[src/rtl/mul_sequencer_if.sv]
// Core-side bundle for the HI/LO multiply unit: multiply request, HI/LO moves and status.
// The core drives through master; the multiply unit sits on slave.
interface mul_sequencer_if #(parameter int WIDTH = 32);
  logic             start;
  logic             sign;
  logic [WIDTH-1:0] a;
  logic [WIDTH-1:0] b;
  logic             rd;
  logic             wr_hi;
  logic             wr_lo;
  logic [WIDTH-1:0] wdata;
  logic [WIDTH-1:0] hi;
  logic [WIDTH-1:0] lo;
  logic             busy;
  logic             done;
  logic             stall;

  modport master (
    output start, sign, a, b, rd, wr_hi, wr_lo, wdata,
    input  hi, lo, busy, done, stall
  );

  modport slave (
    input  start, sign, a, b, rd, wr_hi, wr_lo, wdata,
    output hi, lo, busy, done, stall
  );
endinterface

[src/rtl/mul_sequencer.sv]
// Multi-cycle shift-add HI/LO multiplier for the MIPS core.
// Owns HI/LO and raises stall while a product is still being formed.
module mul_sequencer #(
  parameter int WIDTH = 32
) (
  input logic           clk,
  input logic           reset,
  mul_sequencer_if.slave bus
);

  localparam int CNT_W = $clog2(WIDTH) + 1;
  localparam logic [CNT_W-1:0] LAST_ITER = CNT_W'(WIDTH - 1);

  typedef enum logic [1:0] {IDLE, RUN, FIX} state_t;

  state_t               state;
  state_t               state_next;
  logic [WIDTH-1:0]     mcand;
  logic [2*WIDTH-1:0]   acc;
  logic [CNT_W-1:0]     cnt;
  logic                 neg;
  logic [WIDTH-1:0]     hi_reg;
  logic [WIDTH-1:0]     lo_reg;
  logic                 done_reg;
  logic [WIDTH:0]       partial_sum;
  logic [2*WIDTH-1:0]   product;
  logic                 busy;

  // Signed operands are reduced to magnitudes; -2^(W-1) negates to itself, which is the right unsigned value.
  function automatic logic [WIDTH-1:0] magnitude(input logic is_signed, input logic [WIDTH-1:0] v);
    return (is_signed && v[WIDTH-1]) ? -v : v;
  endfunction

  assign partial_sum = {1'b0, acc[2*WIDTH-1:WIDTH]} + {1'b0, (acc[0] ? mcand : {WIDTH{1'b0}})};
  assign product     = neg ? -acc : acc;
  assign busy        = (state != IDLE);

  always_ff @(posedge clk or posedge reset) begin
    if (reset) begin
      state <= IDLE;
    end else begin
      state <= state_next;
    end
  end

  always_comb begin
    state_next = state;
    case (state)
      IDLE:    if (bus.start) state_next = RUN;
      RUN:     if (cnt == LAST_ITER) state_next = FIX;
      FIX:     state_next = IDLE;
      default: state_next = IDLE;
    endcase
  end

  // Moves are only honoured in IDLE and lose to a coincident start; HI/LO otherwise change only in FIX.
  always_ff @(posedge clk or posedge reset) begin
    if (reset) begin
      mcand    <= '0;
      acc      <= '0;
      cnt      <= '0;
      neg      <= 1'b0;
      hi_reg   <= '0;
      lo_reg   <= '0;
      done_reg <= 1'b0;
    end else begin
      done_reg <= 1'b0;
      case (state)
        IDLE: begin
          if (bus.start) begin
            mcand <= magnitude(bus.sign, bus.a);
            acc   <= {{WIDTH{1'b0}}, magnitude(bus.sign, bus.b)};
            cnt   <= '0;
            neg   <= bus.sign & (bus.a[WIDTH-1] ^ bus.b[WIDTH-1]);
          end else begin
            if (bus.wr_hi) hi_reg <= bus.wdata;
            if (bus.wr_lo) lo_reg <= bus.wdata;
          end
        end
        RUN: begin
          acc <= {partial_sum, acc[WIDTH-1:1]};
          cnt <= cnt + CNT_W'(1);
        end
        FIX: begin
          {hi_reg, lo_reg} <= product;
          done_reg         <= 1'b1;
        end
        default: ;
      endcase
    end
  end

  assign bus.hi    = hi_reg;
  assign bus.lo    = lo_reg;
  assign bus.busy  = busy;
  assign bus.done  = done_reg;
  assign bus.stall = busy & (bus.rd | bus.start | bus.wr_hi | bus.wr_lo);

endmodule

[src/flat_wrapper.sv]
// flat-port wrapper written by rule: the top's interface ports become plain ports
module mul_sequencer_flat 
#(
  parameter int WIDTH = 32
)
  (clk, reset, bus_start, bus_sign, bus_a, bus_b, bus_rd, bus_wr_hi, bus_wr_lo, bus_wdata, bus_hi, bus_lo, bus_busy, bus_done, bus_stall);
  mul_sequencer_if #(.WIDTH(WIDTH)) bus_i ();
  input logic clk;
  input logic reset;
  input wire logic [$bits(bus_i.start)-1:0] bus_start;
  input wire logic [$bits(bus_i.sign)-1:0] bus_sign;
  input wire logic [$bits(bus_i.a)-1:0] bus_a;
  input wire logic [$bits(bus_i.b)-1:0] bus_b;
  input wire logic [$bits(bus_i.rd)-1:0] bus_rd;
  input wire logic [$bits(bus_i.wr_hi)-1:0] bus_wr_hi;
  input wire logic [$bits(bus_i.wr_lo)-1:0] bus_wr_lo;
  input wire logic [$bits(bus_i.wdata)-1:0] bus_wdata;
  output wire logic [$bits(bus_i.hi)-1:0] bus_hi;
  output wire logic [$bits(bus_i.lo)-1:0] bus_lo;
  output wire logic [$bits(bus_i.busy)-1:0] bus_busy;
  output wire logic [$bits(bus_i.done)-1:0] bus_done;
  output wire logic [$bits(bus_i.stall)-1:0] bus_stall;
  assign bus_i.start = bus_start;
  assign bus_i.sign = bus_sign;
  assign bus_i.a = bus_a;
  assign bus_i.b = bus_b;
  assign bus_i.rd = bus_rd;
  assign bus_i.wr_hi = bus_wr_hi;
  assign bus_i.wr_lo = bus_wr_lo;
  assign bus_i.wdata = bus_wdata;
  assign bus_hi = bus_i.hi;
  assign bus_lo = bus_i.lo;
  assign bus_busy = bus_i.busy;
  assign bus_done = bus_i.done;
  assign bus_stall = bus_i.stall;
  mul_sequencer #(.WIDTH(WIDTH)) u_core (.clk(clk), .reset(reset), .bus(bus_i));
endmodule
[config.mk]
export PLATFORM = sky130hd
export DESIGN_NAME = mul_sequencer_flat
export DESIGN_NICKNAME = d
export VERILOG_FILES = /design/src/rtl/mul_sequencer_if.sv /design/src/rtl/mul_sequencer.sv /design/src/flat_wrapper.sv
export SDC_FILE = /design/constraint.sdc
export NUM_CORES = 1
export LEC_CHECK = 0
export ABC_AREA = 0
export BUFFER_PORTS_ARGS = -buffer_cell sky130_fd_sc_hd__buf_4
export CORE_MARGIN = 3
export CORE_UTILIZATION = 30
export CTS_BUF_LIST = sky130_fd_sc_hd__clkbuf_4
export DETAILED_ROUTE_END_ITERATION = 8
export SETUP_SLACK_MARGIN = 0.5
export SYNTH_ARGS = -nofsm -noshare
export SYNTH_HDL_FRONTEND = slang
export SYNTH_SLANG_ARGS = --single-unit
[constraint.sdc]
create_clock -name clk -period 6.9 [get_ports clk]
set_input_delay 1.035 -clock clk [delete_from_list [all_inputs] [get_ports clk]]
set_output_delay 1.035 -clock clk [all_outputs]
set_load 0.005 [all_outputs]
==> impl_results.md, run 1 <==
* Int Pwr at 2511 uW
* Commonest cells in the netlist: o21ai_0 (187), dfrtp_1 (170), nand2_1 (146)
* Top cell type's share of synthesized area at 37.01%
* Die Area at 0.04070 mm^2
* Mean number of vias per cell at 5.238
* Starting Density at 30.45%
* Failing checks: DRC
* Top post-synthesis cells by area: dfrtp_1 (37%), o21ai_0 (8.1%), xnor2_1 (5.7%)
* Max-slew violation count at 0
* Final net count at 1596
* Height of the die at 201.7 um
* All-Layer GR Usage at 17.33%
* Worst setup SP type: flip-flop
* Largest net degree at the start of global routing at 106
* Setup bufs post-CTS at 0
* Sw frac at 46.28%
* Critical path depth in cells at 10
* Crit path DAT at 4.41 ns
* Vias at 10.39k
* Vias in the first global route at 9865
* Row cnt at 71
* Boundary pin count at 170
* Port bufs at 169
* Crit path largest cell delay at 0.96 ns
* R2R Setup Slk at 2.96 ns
* Drt drc at 1
* Final hold viol count at 0
* Max reg flops at 64
* Cells after Synth at 1344
* Worst vdd ir at 126.7 uV
* Final worst-path cycle share at 57.08%
* Power density cells at 347.9 mW/mm^2
* Routed wire length at 36250 um
* Critical path startpoint: u_core.acc[0]
* Clk root buf: clkbuf_4
* Synthesized area at 0.01149 mm^2
* Min cycle time layout at 3.939 ns
* CTS Buf Count at 17
* ANT nets after route at 0
* Area of the multi-input gates at 0.006867 mm^2
* Worst-Margin Slew at 1.157 ns
* CTS tree: done
* CP bufs+invs at 0
* GPL Wtd Cong at 0.9191
* R2r endpoint: u_core.acc[60]
* Crit path max fanout at 37
* First-pass GRT wire length at 56400 um
* CP required at 7.37 ns
* Grt ovf at 0
* Final Power at 4675 uW
* Max Buffers Root-to-Sink at 2
* Crit-path slowest cell: dfrtp_1
* Reg-to-reg startpoint: u_core.acc[0]
* Yosys top cell by area: dfrtp_1
* Iter 0 DRT Violations at 732
* Power share of the sequential group at 39.8%
* Crit path capture: u_core.acc[60]
* 1st-pass router iterations at 9
* Leak at 0.005468 uW
* Cts hold-fix bufs at 0
* Number of synthesized flops with an enable pin at 0
* MaxCap Viol Count at 0
* Crit path cell chain: and2_1, ha_1, a21o_1, a21oi_1, a21boi_0, o311ai_0, a21oi_1, o21ai_0, nor4_1, a311o_1
* Syn. warnings at 0
* Worst-case reg-to-reg path depth at 10
* Min-delay src: u_core.mcand[6]
* Rel. slew slack at 22.84%
* Clock sinks at 170
* Worst Setup End Kind: flip-flop
* Clock skew at 0.04200 ns
* Critical path class: reg -> reg
* Final setup viols at 0
* Clock transition at path regs at 0.15 ns
* Logic pwr share at 47.9%
* Status: finished with violations
* H-tree Lvls at 4
* Mean Syn Cell Area at 8.553 um^2
* Clk pwr share at 12.2%
* Seq. cell area at 0.004255 mm^2
* Psw at 2163 uW
* Cell variety after synth at 58
* Top FF cell, synth: dfrtp_1
* Dpl hpwl at 27800 um
* CP dominant cell by count: a21oi_1
* Initial antenna violation count at 4
* Mapped Nets at 1484
* Layout cell share with drive strength beyond 1 at 15.52%
* Delay-heaviest family, CP: compound AO/OA/AOI/OAI gates
* Syn-to-layout area delta at 16.90%
* Resize count post-CTS at 0
* # fillers at 3949
* Most common cell in the netlist: o21ai_0
* Reg with most FFs: u_core.acc
* TNS Setup at 0 ns
* Maximum clock rate at 253.9 MHz
* Clk_lat worst skew at 0.59 ns
* Sequential fraction of the synthesis area at 37.01%
* Core area at 0.03776 mm^2
* Die outline width at 201.7 um
* Class of the worst hold path: reg -> reg
* Asr flop ratio synth at 100.0%
* #FFs+latches synth at 170
* WL/cell at 18.27 um
* RSZ-0062 raised after global routing: no
logic make-up (layout without fill, tap and decap cells):
family | after synthesis | after routing | synth area share [%]
compound gates | 429 | 429 | 22.59
xor+xnor | 139 | 139 | 10.59
fa+ha+maj | 37 | 37 | 4.093
buf+inv | 103 | 228 | 3.363
flops | 170 | 170 | 37.01
mux | 48 | 48 | 4.180
other cells | 0 | 4 | 0
simple gates | 418 | 418 | 18.18
worst register-to-register path: stages, from the launching register on:
cell and delay [ns]:
dfrtp_1 0.96, and2_1 0.27, ha_1 0.30, a21o_1 0.21, a21oi_1 0.23, a21boi_0 0.20
o311ai_0 0.62, a21oi_1 0.18, o21ai_0 0.48, nor4_1 0.11, a311o_1 0.31
worst min path at each step:
stage | slack [ns] | endpoint | cells after the start
after floorplan | 0.44 | u_core.mcand[31] | 2
after global placement | 0.45 | u_core.cnt[5] | 1
after detailed placement | 0.47 | u_core.mcand[6] | 2
after CTS | 0.50 | u_core.mcand[6] | 2
after global routing | 0.52 | u_core.neg | 2
final | 0.49 | u_core.mcand[6] | 2
final cells by class:
type	count	share of cell area, %
Antenna cell	4	0.07449
Clock buffer	18	1.006
Clock inverter	14	0.9590
Inverter	20	0.6052
Multi-Input combinational cell	1071	51.10
Sequential cell	170	31.67
Tap cell	511	4.758
Timing Repair Buffer	176	9.832
stage by stage:
| step | hold slack (ns) | cell area [um^2] | util, % | setup WS, ns | instances |
|---|---|---|---|---|---|
| after detailed placement | 0.4668 | 13160 | 34.87 | 2.973 | 1948 |
| after floorplan | 0.4383 | 11490 | - | 1.262 | 1344 |
| final | 0.4905 | 13440 | 35.59 | 2.962 | 1984 |
| after global placement | 0.4514 | 13160 | 34.87 | 3.101 | 1948 |
| after global routing | 0.5244 | 13440 | 35.59 | 2.656 | 1984 |
| after CTS | 0.4981 | 13430 | 35.57 | 2.990 | 1980 |
cells in the final DEF (no fill, tap or decap), types with 14 or more instances in the layout:
cell,synthesis,routed
o21ai_0,187,187
buf_4,0,176
dfrtp_1,170,169
nand2_1,146,145
a21oi_1,85,85
xnor2_1,75,75
nor2_1,65,64
xor2_1,64,64
mux2i_1,48,48
and2_1,41,39
ha_1,36,36
a22oi_1,32,32
nand3_1,29,29
a211oi_1,27,27
nor2b_1,27,26
nor3_1,25,25
o31ai_1,22,22
inv_1,20,18
clkbuf_4,0,18
o41ai_1,16,16
a21o_1,16,16
or4_1,14,14
power groups by stage:
stage	sequential [uW]	clock, uW	combinational, uW
after floorplan	1650	0	1630
after global placement	1860	0	2190
after detailed placement	1870	0	2220
after CTS	1850	591	2230
after global routing	1920	635	2500
final	1860	572	2240
metal layers:
layer	vias up	GRT usage (%)	share of wire (%)
li1	5085	-	-
met1	4967	26.85	51
met2	318	25.37	42
met3	23	2.718	5.5
met4	0	3.638	1.1
met5	-	0	0
No activity file was read; power rests on OpenSTA's default activity.
==> run 2: changes to the inputs <==
clock period = 3.5 ns   (was 6.9 ns; I/O delays follow)
==> run 2 against run 1 <==
Effect of this change: the flow still finishes with violations (DRC); via count increased by 1.0%; final cell count increased by 2.3%; clock skew decreased by 0.0083 ns; worst hold slack got worse by 0.27 ns; sequential power increased by 97%; non-clock buffer count increased by 44; clock power increased by 98%; die area unchanged.
==> impl_results.md, run 2 (synthesized netlist as in run 1, its figures left out) <==
* Maximum clock rate at 319.7 MHz
* CTS Buf Count at 17
* Largest net degree at the start of global routing at 86
* Highest metal used: met4
* Clk root buf: clkbuf_4
* Max Buffers Root-to-Sink at 2
* Vias at 10.50k
* Syn-to-layout area delta at 22.34%
* Layout cell share with drive strength beyond 1 at 20.22%
* Worst vdd ir at 239.2 uV
* WL met1 at 18040 um
* Clk_lat worst skew at 0.57 ns
* CP bufs+invs at 0
* First-pass GRT wire length at 56660 um
* Clock transition at path regs at 0.17 ns
* ANT nets after route at 0
* GPL Wtd Cong at 0.8848
* RSZ-0062 raised after global routing: yes
* H-tree Lvls at 4
* Max reg flops at 64
* Height of the die at 201.7 um
* Crit-path slowest cell: dfrtp_2
* Met3 WL at 2150 um
* Crit path max fanout at 7
* Reg with most FFs: u_core.acc
* Clock skew at 0.03365 ns
* Starting Density at 30.45%
* Min cycle time layout at 3.128 ns
* CP required at 3.96 ns
* Highest-count cells in the layout ignoring fill and taps: buf_4 (213), o21ai_0 (176), dfrtp_1 (164), nand2_1 (145), a21oi_1 (83)
* Worst-Margin Slew at 1.228 ns
* R2r endpoint: u_core.bus.hi[31]
* Reg-to-reg startpoint: u_core.acc[47]
* Max-slew violation count at 0
* Initial antenna violation count at 5
* Final hold viol count at 0
* Commonest non-fill, non-tap cell in the layout: buf_4
* Failing checks: DRC
* WL/cell at 17.89 um
* Die Area at 0.04070 mm^2
* MaxCap Viol Count at 0
* 1st-pass router iterations at 7
* Mean number of vias per cell at 5.174
* Crit path capture: u_core.bus.hi[31]
* Worst-case reg-to-reg path depth at 8
* Drt drc at 1
* Delay-heaviest family, CP: simple AND/OR/NAND/NOR gates
* Rel. slew slack at 18.15%
* Final worst-path cycle share at 89.36%
* Crit path cell chain: or4_4, or4_4, or4_4, or4_4, or3_4, o31ai_4, xor2_1, a21oi_1
* Place WS at 0.3026 ns
* Leak at 0.005724 uW
* Iter 0 DRT Violations at 710
* TNS Setup at 0 ns
* Row cnt at 71
* Grt ovf at 0
* Met2 routed WL at 15570 um
* CP dominant cell by count: or4_4
* Crit path largest cell delay at 0.51 ns
* Critical path startpoint: u_core.acc[47]
* Die outline width at 201.7 um
* Final net count at 1640
* Final WS setup at 0.3723 ns
* Critical path depth in cells at 8
* Dpl hpwl at 28000 um
* Status: finished with violations
* Critical path class: reg -> reg
* Class of the worst hold path: in -> reg
* R2R Setup Slk at 0.37 ns
* Routed wire length at 36310 um
* Clock sinks at 170
* Power density cells at 683.6 mW/mm^2
* Core area at 0.03776 mm^2
* Hold depth at 3
* Final setup viols at 0
* Vias in the first global route at 10.07k
* Crit path DAT at 3.58 ns
* CTS tree: done
* All-Layer GR Usage at 17.29%
* Boundary pin count at 170
* Worst setup SP type: flip-flop
* Port bufs at 169
* Worst Setup End Kind: flip-flop
-- run 2: cell types whose count changed in the layout (fill, tap and decap cells not counted), sizes merged --
| cell | change |
|---|---|
| dlygate4sd3 | +1 |
| buf | +42 |
| inv | -2 |
| clkinv | +2 |
| diode | +1 |
| clkbuf | +1 |
-- run 2: worst min-delay path by stage --
stage,from,to
6_report,bus_a[16],u_core.mcand[16]
2_1_floorplan,u_core.mcand[31],u_core.mcand[31]
5_1_grt,bus_wdata[28],u_core.bus.hi[28]
3_5_place_dp,u_core.cnt[5],u_core.cnt[5]
3_3_place_gp,u_core.mcand[11],u_core.mcand[11]
4_1_cts,bus_a[16],u_core.mcand[16]
-- run 2: where the power goes --
part           switching [uW]  internal [uW]
clock                     805            323
combinational            2600           2220
sequential                995           2670
-- run 2: metal layers --
layer,up-vias,track usage (%)
met4,0,4.361
met1,5010,25.98
li1,5150,-
met5,-,0
met2,317,25.55
met3,22,3.187
-- run 2: stage by stage --
stage	util (%)	area [um^2]	std cells	power, uW	hold slack, ns
2_1_floorplan	-	11500	1344	6468	0.4383
3_3_place_gp	35.57	13430	1977	8121	0.4563
3_5_place_dp	35.57	13430	1977	8205	0.4649
4_1_cts	36.58	13810	2018	9415	0.1815
5_1_grt	37.25	14060	2029	10390	0.1880
6_report	37.25	14060	2029	9613	0.2231
-- run 2: final cells by class --
class | count | area (um^2)
clock buffers | 18 | 135.1
diodes | 5 | 12.51
inverters | 20 | 80.08
repair buffers | 220 | 1705
well taps | 511 | 639.4
clock inverters | 14 | 137.6
fillers | 3865 | 23690
flip-flops and latches | 170 | 4262
multi-input cells | 1071 | 7091
-- run 2: what timing repair did --
action                                  4_1_cts  5_1_grt
hold buffers                                  1        0
pin swaps                                     0        7
endpoints found under the hold margin         4        0
setup buffers                                 8        6
endpoints found under the setup margin       23       38
resized for setup                             9       48
-- run 2: tightest hold or removal path: stages --
cell and delay (ns):
buf_4 0.09, xnor2_1 0.10, o21ai_0 0.06
